$ cat config.mk
export PLATFORM = sky130hd
export DESIGN_NAME = vjtag_dr_ctrl
export DESIGN_NICKNAME = d
export VERILOG_FILES = /design/src/rtl/vjtag_dr_ctrl.sv
export SDC_FILE = /design/constraint.sdc
export NUM_CORES = 1
export LEC_CHECK = 0
export CAP_MARGIN = 20
export CORE_UTILIZATION = 55
export DETAILED_ROUTE_END_ITERATION = 10
export GPL_TIMING_DRIVEN = 0
export PLACE_DENSITY = 0.86
export REMOVE_ABC_BUFFERS = 1
export SYNTH_ARGS = -nofsm -noshare
export SYNTH_HDL_FRONTEND = slang
export SYNTH_SLANG_ARGS = --single-unit
$ cat constraint.sdc
create_clock -name clk -period 4.3 [get_ports clk]
set_input_delay 1.29 -clock clk [delete_from_list [all_inputs] [get_ports clk]]
set_output_delay 1.29 -clock clk [all_outputs]
set_load 0.02 [all_outputs]
$ cat src/rtl/vjtag_dr_ctrl.sv
// Virtual-JTAG DR controller: BYPASS/ID/WRITE/READ channels over a tck-clocked DR scan.
// Latency: write strobe one clk after UDR, read request combinational at CDR; no backpressure (host paces via TAP).
module vjtag_dr_ctrl #(
    parameter int          IR_WIDTH   = 6,
    parameter int          DATA_WIDTH = 32,
    parameter int          NB_CH      = 4,
    parameter logic [31:0] ID_VALUE   = 32'h0000_CAFE,
    localparam int         CH_W       = (NB_CH > 1) ? $clog2(NB_CH) : 1
) (
    input  logic                  clk,
    input  logic                  rst_n,
    input  logic                  tdi,
    output logic                  tdo,
    input  logic [IR_WIDTH-1:0]   ir_in,
    output logic [IR_WIDTH-1:0]   ir_out,
    input  logic                  virtual_state_cdr,
    input  logic                  virtual_state_sdr,
    input  logic                  virtual_state_udr,
    input  logic                  virtual_state_cir,
    output logic                  wr_valid_o,
    output logic [CH_W-1:0]       wr_ch_o,
    output logic [DATA_WIDTH-1:0] wr_data_o,
    output logic                  rd_req_o,
    output logic [CH_W-1:0]       rd_ch_o,
    input  logic [DATA_WIDTH-1:0] rd_data_i,
    output logic                  err_o
);

    localparam logic [1:0] OP_BYP = 2'b00;
    localparam logic [1:0] OP_ID  = 2'b01;
    localparam logic [1:0] OP_WR  = 2'b10;
    localparam logic [1:0] OP_RD  = 2'b11;
    localparam int         CNT_W  = $clog2(DATA_WIDTH + 2);
    localparam logic [CNT_W-1:0] CNT_FULL = CNT_W'(DATA_WIDTH);
    localparam logic [CNT_W-1:0] CNT_SAT  = CNT_W'(DATA_WIDTH + 1);
    localparam logic [DATA_WIDTH-1:0] ID_WORD = DATA_WIDTH'(ID_VALUE);

    logic [1:0]            op_raw;
    logic [IR_WIDTH-3:0]   ch_field;
    logic                  ch_ok;
    logic [1:0]            op;
    logic [DATA_WIDTH-1:0] sr;
    logic                  bypass;
    logic [CNT_W-1:0]      cnt;
    logic [IR_WIDTH-2:0]   wr_cnt;

    // CIR needs no action: ir_out is refreshed every clk so it is always current.
    logic unused_cir;
    assign unused_cir = virtual_state_cir;

    assign op_raw   = ir_in[IR_WIDTH-1 -: 2];
    assign ch_field = ir_in[IR_WIDTH-3:0];
    assign ch_ok    = (int'(ch_field) < NB_CH);

    // Data ops addressing a non-existent channel degrade to BYPASS.
    always_comb begin
        op = op_raw;
        if ((op_raw == OP_WR || op_raw == OP_RD) && !ch_ok)
            op = OP_BYP;
    end

    assign tdo      = (op == OP_BYP) ? bypass : sr[0];
    assign rd_req_o = virtual_state_cdr && (op == OP_RD);
    assign rd_ch_o  = ch_field[CH_W-1:0];

    // Shift path: CDR load takes priority over a coincident SDR.
    always_ff @(posedge clk or negedge rst_n) begin
        if (!rst_n) begin
            sr     <= '0;
            bypass <= 1'b0;
            cnt    <= '0;
        end else if (virtual_state_cdr) begin
            cnt    <= '0;
            bypass <= 1'b0;
            case (op)
                OP_ID:   sr <= ID_WORD;
                OP_RD:   sr <= rd_data_i;
                OP_WR:   sr <= wr_data_o;
                default: sr <= sr;
            endcase
        end else if (virtual_state_sdr) begin
            sr     <= {tdi, sr[DATA_WIDTH-1:1]};
            bypass <= tdi;
            if (cnt != CNT_SAT)
                cnt <= cnt + 1'b1;
        end
    end

    // Commit path: a write is accepted only when exactly DATA_WIDTH bits were shifted.
    always_ff @(posedge clk or negedge rst_n) begin
        if (!rst_n) begin
            wr_valid_o <= 1'b0;
            wr_ch_o    <= '0;
            wr_data_o  <= '0;
            wr_cnt     <= '0;
            err_o      <= 1'b0;
            ir_out     <= '0;
        end else begin
            wr_valid_o <= 1'b0;
            ir_out     <= {err_o, wr_cnt};
            if (virtual_state_udr && op == OP_WR) begin
                if (cnt == CNT_FULL) begin
                    wr_valid_o <= 1'b1;
                    wr_data_o  <= sr;
                    wr_ch_o    <= ch_field[CH_W-1:0];
                    wr_cnt     <= wr_cnt + 1'b1;
                end else begin
                    err_o      <= 1'b1;
                end
            end else if (virtual_state_udr && op == OP_ID) begin
                err_o <= 1'b0;
            end
        end
    end

endmodule
# After elaboration in Yosys (flattened, before gate mapping)
# Index checks and enable logic that the tools add are counted.
[op_classes]
add_sub_neg = 2
magnitude_cmp = 1
muxes = 15
n_eq_ne = 9
n_reduce_logical = 14
[op_table]
columns = ["operator", "count"]
rows = [
  ["one-hot mux 32 bit (3 select lines)", 1],
  ["two-way mux 32 bit", 2],
  ["two-way mux 6 bit", 3],
  ["equality test 2 bit, second input constant", 4],
  ["two-way mux 1 bit", 8],
  ["AND reduction 2 bit", 4],
  ["adder 6 x 1 -> 6 bit, second input constant", 1],
  ["equality test 6 bit, second input constant", 1],
  ["!= test 6 bit, second input constant", 1],
  ["nonzero test 2 bit", 3],
  ["adder 5 x 1 -> 5 bit, second input constant", 1],
  ["logical AND 1 bit", 4],
  ["less-than comparator 4 x 3 -> 1 bit, second input constant", 1],
  ["!= test 4 x 1 -> 1 bit, second input constant", 1],
  ["equality test 2 x 1 -> 1 bit, second input constant", 1],
  ["zero test 2 bit", 1],
  ["two-way mux 2 bit", 1],
  ["!= test 2 bit, second input constant", 1],
  ["zero test 1 bit", 1],
  ["logical OR 1 bit", 1],
]
[word_totals]
elab_cells = 50
reg_bits = 86
out_inout_bits = 46

# Longest topological paths before layout
[depth]
depth_word = 8
depth_mapped = 7

# Worst setup path before layout
# Ideal clock, no wire load.
[synth_path]
path_type = "input to output"
startpoint = "input ir_in[4]"
endpoint = "output rd_req_o"
n_path_buf = 2
path_stages = 4
required_ns = 3.010
setup_slack_ns = 0.638
arrival_time_ns = 2.372
cell_sequence = "clkbuf_1 > clkbuf_1 > nand2_1 > nor2_1"
[synth_via]
elab_chain_cells = 6
word_cells_on_any_way = 7
[synth_lines]
columns = ["element", "line_no", "rtl"]
rows = [
  ["start, declared", "14", "input logic [IR_WIDTH-1:0] ir_in,"],
  ["equality test 2 bit", "58", "if ((op_raw == OP_WR || op_raw == OP_RD) && !ch_ok)"],
  ["logical OR 1 bit", "58", ""],
  ["logical AND 1 bit", "58", ""],
  ["two-way mux 2 bit (*)", "58", ""],
  ["equality test 2 bit (*)", "63", "assign rd_req_o = virtual_state_cdr && (op == OP_RD);"],
  ["logical AND 1 bit (*)", "63", ""],
  ["end, declared", "23", "output logic rd_req_o,"],
]
# Mark *: on every way between the ends. The rest lies on a longest branch, timed or not.

# Final worst setup path
[layout_path]
startpoint = "input ir_in[3]"
endpoint = "output tdo"
[layout_via]
elab_chain_cells = 6
[layout_lines]
columns = ["element", "line_no", "rtl"]
rows = [
  ["less-than comparator 4 x 3 -> 1 bit", "53", "assign ch_ok = (int'(ch_field) < NB_CH);"],
  ["zero test 1 bit", "58", ""],
  ["logical AND 1 bit", "58", ""],
  ["two-way mux 2 bit", "58", ""],
  ["zero test 2 bit", "62", "assign tdo = (op == OP_BYP) ? bypass : sr[0];"],
  ["two-way mux 1 bit", "62", ""],
  ["end, declared", "13", "output logic tdo,"],
]
# No other way between the ends.

==> impl_results.md <==
- Status: complete, no violations
- Post-synthesis adder-cell area fraction: 1.20%
- First-pass GRT wire length: 14.4 mm
- Most common cell after layout, fill and taps aside: dfrtp_1
- Post-Syn Area: 4170 um^2
- End of the critical path: tdo
- # nets final: 459
- Tot GR Track Use: 24.6%
- Area growth from synthesis to layout: 28.4%
- Worst Hold Depth: 0
- Comb pwr share: 13.2%
- Tot Pwr: 1.67 mW
- DIE AREA: 7940 um^2
- CTS Buf Count: 9
- Mux share of post-synthesis cell area: 29.4%
- Drt wl/cell: 17.2 um
- Startpoint types: input port
- Combinational family with the most area after synthesis: multiplexers
- Clk sinks: 86
- Netlist cell types: 33
- Clk_lat worst skew: 360 ps
- Syn_area_per_cell: 12.8 um^2
- Critical path class: in2out
- Aggregate global routing overflow: 0
- First-pass detailed-route iteration total: 4
- Gpl congestion: 0.728
- Fin. max-slew vios: 0
- Antenna violations before repair: 0
- Slowest CP cell: or3b_4
- Switching power total: 0.433 mW
- Vias in the first global route: 2806
- Die Wd: 89.1 um
- I/O pin total: 91
- R2R setup slack: 1900 ps
- Final Skew: 9.77 ps
- Placed cell count: 496
- Initial Util: 57.2%
- Max Root-Sink Buffers: 2
- Buffers on Ports: 89
- CTS H-tree depth: 3
- Worst EP required: 3010 ps
- #FFs+latches synth: 86
- Post-route insts no fill: 514
- Core area: 7290 um^2
- Hpwl dp: 5.90 mm
- Seq/Total Area, Yosys: 51.6%
- Rows: 31
- Final Critical Period: 4240 ps
- Die Y: 89.1 um
- Internal power consumption: 1.24 mW
- Setup crit end kind: output port
- Fmax: 236 MHz
- Routed Antenna Nets: 0
- Final worst-path cycle share: 98.6%
- Syn Inst Count: 327
- Reg clk slew, reported paths: 80 ps
- Fin Hold WS: 428 ps
- Final Setup Violations: 0
- Switching share of total power: 25.9%
- Vias: 2857
- Layout cells sized above 1: 23.4%
- Post-synthesis xor/xnor area fraction: 1.26%
- # Max-Cap Violations: 0
- Peak VDD IR: 0.198 mV
- Initial DRC count: 181
- Arr. time, crit path: 2950 ps
- R2R depth: 3
- Slowest cell delay on critical path: 470 ps
- Final WL: 8.84 mm
- Pleak: 2.54 nW
- Post-Synth Simple-Gate Area: 5.28%
- Hold WC Path Type: reg2reg
- R2R Path End: wr_data_o[8]
- Reg2reg start: cnt[2]
- Slew HR: 19.5%
- CTS tree: yes
- Sequential power share: 52.7%
- Worst-Margin Slew: 1190 ps
- Most frequent cells in the layout: 86 x dfrtp_1, 83 x clkdlybuf4s50_1, 40 x mux2_2
- CP startpoint: ir_in[3]
- Via density per instance: 5.56
- Worst-path cell chain: clkdlybuf4s50_1 > or3b_4 > nand2_1 > mux2_2 > dlygate4sd2_1
- Max FO, Critical Path: 6
- PwrDens: 312 nW/um^2
- Final hold violations: 0
- Synth Warn #: 0
- Largest net degree at the start of global routing: 60
- Root buf cell: clkbuf_8
- Antenna Cells: 0
- Clock Power Share: 34.1%
- Synth Area in Compound Gates: 6.00%
- DRC: 0
-- registers in the layout, summed over array words and instances, names as in the netlist --
name	cells
bypass	1
cnt	6
err_o	1
ir_out	6
sr	32
wr_ch_o	2
wr_cnt	5
wr_data_o	32
wr_valid_o	1
-- power by group through the flow --
stage	logic [mW]	clock network, mW	registers [mW]
after floorplan	0.109	0	0.891
after global routing	0.242	0.621	0.889
after global placement	0.210	0	0.895
after detailed placement	0.221	0	0.899
final	0.221	0.571	0.883
after CTS	0.222	0.585	0.883
-- routing by layer --
layer | part of all wire (%) | track usage, %
met1 | 43 | 33.3
met2 | 48 | 37.9
met3 | 6.5 | 7.02
met5 | 0 | 0
met4 | 2.1 | 9.38
-- layout make-up --
type | instances | area [um^2]
Clock buffer | 10 | 128
Tap cell | 99 | 124
Timing Repair Buffer | 95 | 976
Inverter | 25 | 93.8
Sequential cell | 86 | 2150
Multi-Input combinational cell | 193 | 1820
Clock inverter | 6 | 71.3
Fill cell | 507 | 1930
-- cells in the mapped netlist --
master     instances  area (um^2)
a211o_1            1         8.76
inv_1             25         93.8
a31oi_1            1         6.26
mux2_2            40          450
buf_1              1         3.75
nor4b_1            1         8.76
a2bb2oi_1          1         8.76
nor4_1             4         25.0
nand4_1            4         25.0
clkbuf_1          12         45.0
nand4bb_1          1         11.3
mux2_4            29          435
nand2b_1           4         25.0
nor4bb_1           1         10.0
xor2_1             5         43.8
buf_6              4         45.0
o22ai_1           25          156
or3_1              1         6.26
o21ai_0            2         10.0
a211oi_1           1         7.51
a21oi_1            9         45.0
nand2_1            6         22.5
ha_1               4         50.1
mux2i_1           34          340
nor2_1            14         52.6
dfrtp_1           86         2150
buf_4              2         15.0
xnor2_1            1         8.76
buf_2              4         20.0
or4_4              1         11.3
or4b_4             1         13.8
a21boi_0           1         7.51
or3b_1             1         8.76
-- cell families (layout without fill, tap and decap cells) --
kind of cell    count (synthesis)  in the layout
flops                          86             86
fa+ha+maj                       4              4
xor+xnor                        6              6
simple gates                   39             39
compound gates                 41             41
mux                           103            103
buf+inv                        48            136
-- worst min path at each step --
stage	from	end	slack (ps)
after floorplan	wr_cnt[4]	ir_out[4]	370
after global placement	wr_cnt[4]	ir_out[4]	390
after detailed placement	err_o	ir_out[5]	410
after CTS	err_o	ir_out[5]	430
after global routing	err_o	ir_out[5]	450
final	err_o	ir_out[5]	430
-- what timing repair did --
| action | CTS | global route |
|---|---|---|
| hold buffers | 0 | 0 |
| setup buffers | 0 | 2 |
| resized for setup | 4 | 0 |
| pin swaps | 0 | 1 |
| endpoints found under the setup margin | 2 | 1 |
-- through the flow --
stage | setup TNS, ps | cell area [um^2] | util (%) | setup slack [ps]
after floorplan | 0 | 4050 | - | 25.4
final | 0 | 5360 | 73.5 | 58.7
after CTS | 0 | 5350 | 73.3 | 36.3
after global routing | -0.596 | 5360 | 73.5 | -0.596
after detailed placement | -546 | 5150 | 70.6 | -371
after global placement | -192680 | 5060 | 69.4 | -2440
-- worst max-delay path: cells and delay by family --
family / cells / cell delay (ps)
buf+inv: 2 / 780
mux: 1 / 320
simple gates: 2 / 560
No activity file was read; power rests on OpenSTA's default activity.
